$ cat config.mk
export PLATFORM = sky130hd
export DESIGN_NAME = pipe_addn_flat
export DESIGN_NICKNAME = d
export VERILOG_FILES = /design/src/rtl/pipe_addn_if.sv /design/src/rtl/pipe_addn.sv /design/src/flat_wrapper.sv
export SDC_FILE = /design/constraint.sdc
export NUM_CORES = 1
export LEC_CHECK = 0
export ABC_AREA = 1
export BUFFER_PORTS_ARGS = -buffer_cell sky130_fd_sc_hd__buf_2
export CORE_MARGIN = 3
export CORE_UTILIZATION = 60
export CTS_BUF_LIST = sky130_fd_sc_hd__clkbuf_2
export CTS_CLUSTER_SIZE = 28
export DETAILED_ROUTE_END_ITERATION = 8
export GPL_TIMING_DRIVEN = 0
export PLACE_DENSITY = 0.83
export SLEW_MARGIN = 20
export SYNTH_ARGS = -nofsm -noshare
export SYNTH_HDL_FRONTEND = slang
export SYNTH_SLANG_ARGS = --single-unit
$ cat constraint.sdc
create_clock -name clk -period 3.75 [get_ports clk]
set_input_delay 0.75 -clock clk [delete_from_list [all_inputs] [get_ports clk]]
set_output_delay 0.75 -clock clk [all_outputs]
set_load 0.1 [all_outputs]
$ cat src/rtl/pipe_addn_if.sv
// Handshake bus for pipe_addn.
//   master : operand producer and result consumer (drives in_valid, a, b, cin, sub, out_ready)
//   slave  : the adder (drives in_ready, out_valid, sum, cout, ovf)
interface pipe_addn_if #(
  parameter int WIDTH = 16
);
  logic             in_valid;
  logic             in_ready;
  logic [WIDTH-1:0] a;
  logic [WIDTH-1:0] b;
  logic             cin;
  logic             sub;
  logic             out_valid;
  logic             out_ready;
  logic [WIDTH-1:0] sum;
  logic             cout;
  logic             ovf;

  modport master (
    output in_valid, a, b, cin, sub, out_ready,
    input  in_ready, out_valid, sum, cout, ovf
  );

  modport slave (
    input  in_valid, a, b, cin, sub, out_ready,
    output in_ready, out_valid, sum, cout, ovf
  );
endinterface

$ cat src/rtl/pipe_addn.sv
// pipe_addn: segmented, fully pipelined add/subtract unit.
// Each of the WIDTH/SEG stages adds one SEG-bit slice and registers the slice
// carry for the next stage. Operands (with B already inverted for subtract)
// travel alongside so every stage sees the original operand slices.
// Ports:
//   clk  - clock, rising edge
//   rst  - asynchronous active-high reset
//   bus  - pipe_addn_if.slave: in_valid/in_ready/a/b/cin/sub on the input side,
//          out_valid/out_ready/sum/cout/ovf on the output side
module pipe_addn #(
  parameter int WIDTH = 16,
  parameter int SEG   = 4
) (
  input  logic        clk,
  input  logic        rst,
  pipe_addn_if.slave  bus
);
  localparam int STAGES = WIDTH / SEG;
  localparam int LAST   = STAGES - 1;

  logic [WIDTH-1:0] r_a [STAGES];
  logic [WIDTH-1:0] r_b [STAGES];
  logic [WIDTH-1:0] r_s [STAGES];
  logic             r_c [STAGES];
  logic             r_v [STAGES];

  logic [WIDTH-1:0] w_a_in  [STAGES];
  logic [WIDTH-1:0] w_b_in  [STAGES];
  logic [WIDTH-1:0] w_s_in  [STAGES];
  logic [WIDTH-1:0] w_s_out [STAGES];
  logic             w_c_in  [STAGES];
  logic             w_v_in  [STAGES];
  logic [SEG:0]     w_seg   [STAGES];
  logic             w_stall;

  // A stall freezes the whole pipe; no partial advance into empty slots.
  assign w_stall = r_v[LAST] & ~bus.out_ready;

  for (genvar k = 0; k < STAGES; k++) begin : g_stage
    if (k == 0) begin : g_first
      // Subtract is a + ~b + ~cin, so invert B and the carry-in up front.
      assign w_a_in[k] = bus.a;
      assign w_b_in[k] = bus.sub ? ~bus.b : bus.b;
      assign w_c_in[k] = bus.cin ^ bus.sub;
      assign w_s_in[k] = '0;
      assign w_v_in[k] = bus.in_valid;
    end else begin : g_next
      assign w_a_in[k] = r_a[k-1];
      assign w_b_in[k] = r_b[k-1];
      assign w_c_in[k] = r_c[k-1];
      assign w_s_in[k] = r_s[k-1];
      assign w_v_in[k] = r_v[k-1];
    end

    assign w_seg[k] = {1'b0, w_a_in[k][k*SEG +: SEG]}
                    + {1'b0, w_b_in[k][k*SEG +: SEG]}
                    + {{SEG{1'b0}}, w_c_in[k]};

    // Slices above k are still zero in w_s_in, so OR inserts this slice.
    assign w_s_out[k] = w_s_in[k] | (WIDTH'(w_seg[k][SEG-1:0]) << (k*SEG));
  end

  always_ff @(posedge clk or posedge rst) begin
    if (rst) begin
      for (int k = 0; k < STAGES; k++) begin
        r_a[k] <= '0;
        r_b[k] <= '0;
        r_s[k] <= '0;
        r_c[k] <= 1'b0;
        r_v[k] <= 1'b0;
      end
    end else if (!w_stall) begin
      for (int k = 0; k < STAGES; k++) begin
        r_a[k] <= w_a_in[k];
        r_b[k] <= w_b_in[k];
        r_s[k] <= w_s_out[k];
        r_c[k] <= w_seg[k][SEG];
        r_v[k] <= w_v_in[k];
      end
    end
  end

  assign bus.in_ready  = ~w_stall;
  assign bus.out_valid = r_v[LAST];
  assign bus.sum       = r_s[LAST];
  assign bus.cout      = r_c[LAST];
  // Overflow uses the effective B operand carried to the last stage.
  assign bus.ovf       = (r_a[LAST][WIDTH-1] == r_b[LAST][WIDTH-1])
                       & (r_s[LAST][WIDTH-1] != r_a[LAST][WIDTH-1]);
endmodule

$ cat src/flat_wrapper.sv
// flat-port wrapper written by rule: the top's interface ports become plain ports
module pipe_addn_flat 
#(
  parameter int WIDTH = 16,
  parameter int SEG   = 4
)
  (clk, rst, bus_in_valid, bus_a, bus_b, bus_cin, bus_sub, bus_out_ready, bus_in_ready, bus_out_valid, bus_sum, bus_cout, bus_ovf);
  pipe_addn_if #(.WIDTH(WIDTH)) bus_i ();
  input  logic clk;
  input  logic rst;
  input wire logic [$bits(bus_i.in_valid)-1:0] bus_in_valid;
  input wire logic [$bits(bus_i.a)-1:0] bus_a;
  input wire logic [$bits(bus_i.b)-1:0] bus_b;
  input wire logic [$bits(bus_i.cin)-1:0] bus_cin;
  input wire logic [$bits(bus_i.sub)-1:0] bus_sub;
  input wire logic [$bits(bus_i.out_ready)-1:0] bus_out_ready;
  output wire logic [$bits(bus_i.in_ready)-1:0] bus_in_ready;
  output wire logic [$bits(bus_i.out_valid)-1:0] bus_out_valid;
  output wire logic [$bits(bus_i.sum)-1:0] bus_sum;
  output wire logic [$bits(bus_i.cout)-1:0] bus_cout;
  output wire logic [$bits(bus_i.ovf)-1:0] bus_ovf;
  assign bus_i.in_valid = bus_in_valid;
  assign bus_i.a = bus_a;
  assign bus_i.b = bus_b;
  assign bus_i.cin = bus_cin;
  assign bus_i.sub = bus_sub;
  assign bus_i.out_ready = bus_out_ready;
  assign bus_in_ready = bus_i.in_ready;
  assign bus_out_valid = bus_i.out_valid;
  assign bus_sum = bus_i.sum;
  assign bus_cout = bus_i.cout;
  assign bus_ovf = bus_i.ovf;
  pipe_addn #(.WIDTH(WIDTH), .SEG(SEG)) u_core (.clk(clk), .rst(rst), .bus(bus_i));
endmodule
### Word-level counts from Yosys, hierarchy flattened

Cells that the tools add are included.

| storage, ports and cells | value |
|---|---|
| register bits after elaboration | 188 |
| logic and storage cells | 40 |
| bits of input ports | 38 |

| cells by class | value |
|---|---|
| add/sub/neg operators | 8 |
| multiplexer cells | 1 |
| eq/ne operators | 2 |
| bitwise gates (word level) | 9 |

Operators with widths:

| kind | count |
|---|---|
| $add 4x4->5 | 4 |
| $add 5x1->5 | 4 |
| $mux 16 | 1 |
| $not 16->16 | 1 |
| $or 16x12->16 | 1 |
| $or 16x16->16 | 1 |
| $or 4x8->8 | 1 |
| $and 1x1->1 | 2 |
| $not 1->1 | 2 |
| $eq 1x1->1 | 1 |
| $ne 1x1->1 | 1 |
| $xor 1x1->1 | 1 |

### Depth between registers and ports, before layout

| logic depth | value |
|---|---|
| depth after elaboration | 4 |
| depth in mapped cells | 10 |
| depth with buffers taken out | 8 |

### Worst setup path before layout

OpenSTA, ideal clock, no wires.

| path | value |
|---|---|
| path type | register to output |
| from | register u_core.r_s, in the netlist u_core.bus.sum[15] |
| to | output bus_ovf |
| arrival time | 1.779 ns |
| cell stages (with the launch flop) | 4 |
| path buffers | 0 |
| slack | 1.221 ns |
| path through | dfrtp_1 nor2_1 nor2_1 nor2_1 |

| on the way | value |
|---|---|
| cells in the longest elaborated chain, start to end | 2 |

RTL lines:

| what | line | source |
|---|---|---|
| start, declared | pipe_addn.sv:23 | `logic [WIDTH-1:0] r_s [STAGES];` |
| start signal, assigned by index | pipe_addn.sv:76 | `r_s[k] <= w_s_out[k];` |
| $ne 1x1->1 | pipe_addn.sv:89 | `& (r_s[LAST][WIDTH-1] != r_a[LAST][WIDTH-1]);` |
| $and 1x1->1 | pipe_addn.sv:89 |  |
| end, declared | flat_wrapper.sv:21 | `output wire logic [$bits(bus_i.ovf)-1:0] bus_ovf;` |

No other way between the ends.

### Worst setup path after layout

| path | value |
|---|---|
| from | register u_core.r_v, in the netlist u_core.bus.out_valid |
| to | output bus_in_ready |

| on the way | value |
|---|---|
| cells in the longest elaborated chain, start to end | 2 |

RTL lines:

| what | line | source |
|---|---|---|
| start, declared | pipe_addn.sv:25 | `logic r_v [STAGES];` |
| start signal, assigned by index | pipe_addn.sv:78 | `r_v[k] <= w_v_in[k];` |
| $and 1x1->1 | pipe_addn.sv:37 | `assign w_stall = r_v[LAST] & ~bus.out_ready;` |
| $not 1->1 | pipe_addn.sv:83 | `assign bus.in_ready = ~w_stall;` |
| end, declared | flat_wrapper.sv:17 | `output wire logic [$bits(bus_i.in_ready)-1:0] bus_in_ready;` |

No other way between the ends.

==> reports/qor.yml <==
cts_tree: "done"
critPathMaxStageDelay_ns: 0.48
ant_nets: 0
setup_viol: 0
r2r-start: "u_core.r_c[1]"
synth_most_common_cell: "nand2_1"
grt.total_usage: 0.246
row_count: 30
core_mm2: 0.00702
arrival_ns: 1.95
rsz0062_at_grt: "no"
fin_skew_ns: 0.0158
grt_pass1_vias: 3470
nets: 619
cp-end-kind: "output pin"
h-tree-depth: 3
crit_type: "flip-flop to output pin"
required_ns: 3.00
start_util: 0.638
portBuffers: 56
cts_sinks: 98
syn_nets: 551
overflow: 0
yosysTopAreaCell: "dfrtp_1"
cts_setup_buffers: 0
slowest_stage: "buf_2"
synth_top_area_frac: 0.548
path_cells: "inv_2, nor2_4, inv_2, buf_2, buf_2"
insertion_delay_ns: 0.54
setup_ws_ns: 1.05
cpLargestDelayFamily: "buffers and inverters"
seqPwrFrac: 0.382
r2r_setup_slack_ns: 1.97
syn_to_final_growth_pct: 11.8
ys.flop_type: "dfrtp_1"
drc: 0
fmax_mhz: 370
power_switching_share: 0.493
vias_per_cell: 5.19
cts_buffers: 9
powerDensity_mw_per_mm2: 928
cap_violations: 0
relSlewSlack: 0.572
antenna_found_initial: 0
synth_seq_cells: 98
place_area_mm2: 0.00491
wirelength_um: 9480
drt_first_iter_violations: 207
drive_gt1_frac: 0.193
grt_pass1_wl_um: 16100
gp_congestion: 0.823
ctsHoldBuffers: 0
synth_warnings: 0
placedCellCount: 646
intPower_uw: 2350
nFillCells: 542
reg2reg_depth: 6
p_sw_uw: 2290
grt_start_max_net_pins: 52
die_x_um: 92.4
place_ws_ns: 1.01
slew_viol_final: 0
vias: 3431
period_share: 0.720
finalInstanceArea_mm2: 0.00500
power_frac_comb: 0.517
die_h_um: 92.4
hold_violations: 0
synth_commonest_cells: "nand2_1 (189), dfrtp_1 (98), o21ai_1 (37), inv_1 (35)"
crit_buf_inv: 4
clk_path_buf_depth: 2
leakagePower_uw: 0.00265
outcome: "complete, no violations"
yosysSeqAreaShare: 0.548
synth_edf_count: 0
min_path_type: "input pin to asynchronous set/reset pin"
diodes: 0
peakVddDrop_uv: 373
die_area_mm2: 0.00853
holdWs_ns: 0.187
r2r_end: "u_core.bus.cout"
yosysUniqueCellTypes: 21
final_util: 0.713
clockRootBuffer: "clkbuf_2"
critPathLaunchType: "flip-flop"
syn_area_mm2: 0.00448
crit_fanout: 10
first_pass_iters: 5
period_minus_slack_ns: 2.70
finalNonFillerCells: 661
dp_hpwl_um: 6780
clock_power_share: 0.101
wire_per_inst_um: 14.3
ioPinCount: 58
synth-async-reset-ratio: 1.00
avgSynthCellArea_um2: 9.08
cts-resized-gates: 0
synthTopCellsByArea: "dfrtp_1 (55%), nand2_1 (16%), o21ai_1 (4.1%)"
clkTransAtPathRegs_ns: 0.23
worst_slew_pin_slew_ns: 0.642
syn_inst: 493
==> power by group through the flow <==
stage | Sequential [uW] | Combinational [uW] | Clock, uW
final | 1770 | 2400 | 469
after global routing | 1830 | 2630 | 520
after CTS | 1770 | 2400 | 473
after detailed placement | 1800 | 2390 | 0
after global placement | 1770 | 2290 | 0
after floorplan | 1810 | 1870 | 0
==> sequential cells by signal (all words and copies together), names as in the netlist <==
name	flops
u_core.r_a	25
u_core.r_b	25
u_core.r_s	24
u_core.bus.sum	16
u_core.r_c	3
u_core.r_v	3
u_core.bus.cout	1
u_core.bus.out_valid	1
==> worst max path at each step <==
stage / start / end / slack [ns] / depth (start not counted)
after floorplan: rst / u_core.bus.cout / 0.44 / 1
after global placement: rst / u_core.r_a[59] / -0.53 / 2
after detailed placement: bus_sub / u_core.r_c[3] / 1.01 / 9
after CTS: u_core.bus.out_valid / bus_in_ready / 1.03 / 5
after global routing: u_core.bus.out_valid / bus_in_ready / 0.96 / 5
final: u_core.bus.out_valid / bus_in_ready / 1.05 / 5
==> area by class of cell <==
cell class | instances | area [um^2] | share of cell area
clock buffers | 10 | 50.0 | 0.0100
clock inverters | 5 | 46.3 | 0.00925
flip-flops and latches | 98 | 2450 | 0.490
repair buffers | 57 | 308 | 0.0615
well taps | 96 | 120 | 0.0240
multi-input cells | 320 | 1640 | 0.328
inverters | 37 | 144 | 0.0288
plain buffers | 38 | 244 | 0.0488
==> logic make-up (layout without fill, tap and decap cells) <==
kind of cell,count (synthesis),after routing,share of synthesized area
AO/OA/AOI/OAI,64,64,0.0727
XOR/XNOR,18,18,0.0352
adder cells (fa/ha/maj),20,20,0.0693
buffers and inverters,75,147,0.0855
flip-flops,98,98,0.548
AND/OR/NAND/NOR,218,218,0.189
==> through the flow <==
step / TNS (ns) / power [uW]
after floorplan: 0 / 3680
after global placement: -51.80 / 4060
after detailed placement: 0 / 4190
after CTS: 0 / 4640
after global routing: 0 / 4980
final: 0 / 4640
==> placed cells by master (no fill, tap or decap), drive strengths merged, types with 4 or more instances in the layout <==
cell    instances
clkinv          4
o21ai          56
inv            37
buf            89
nand2         189
a21oi           6
fa              8
ha             12
xnor2          12
xor2            6
clkbuf         16
dfrtp          98
nand3          11
nor2           15
==> routing by layer <==
metal | track usage | wire length, um | vias up
met1 | 0.315 | 3890 | 1633
met4 | 0.110 | 247 | 0
met3 | 0.0325 | 597 | 25
li1 | - | - | 1646
met5 | 0 | 0 | -
met2 | 0.420 | 4750 | 127
Note: power is estimated with default switching activity, not from simulation.
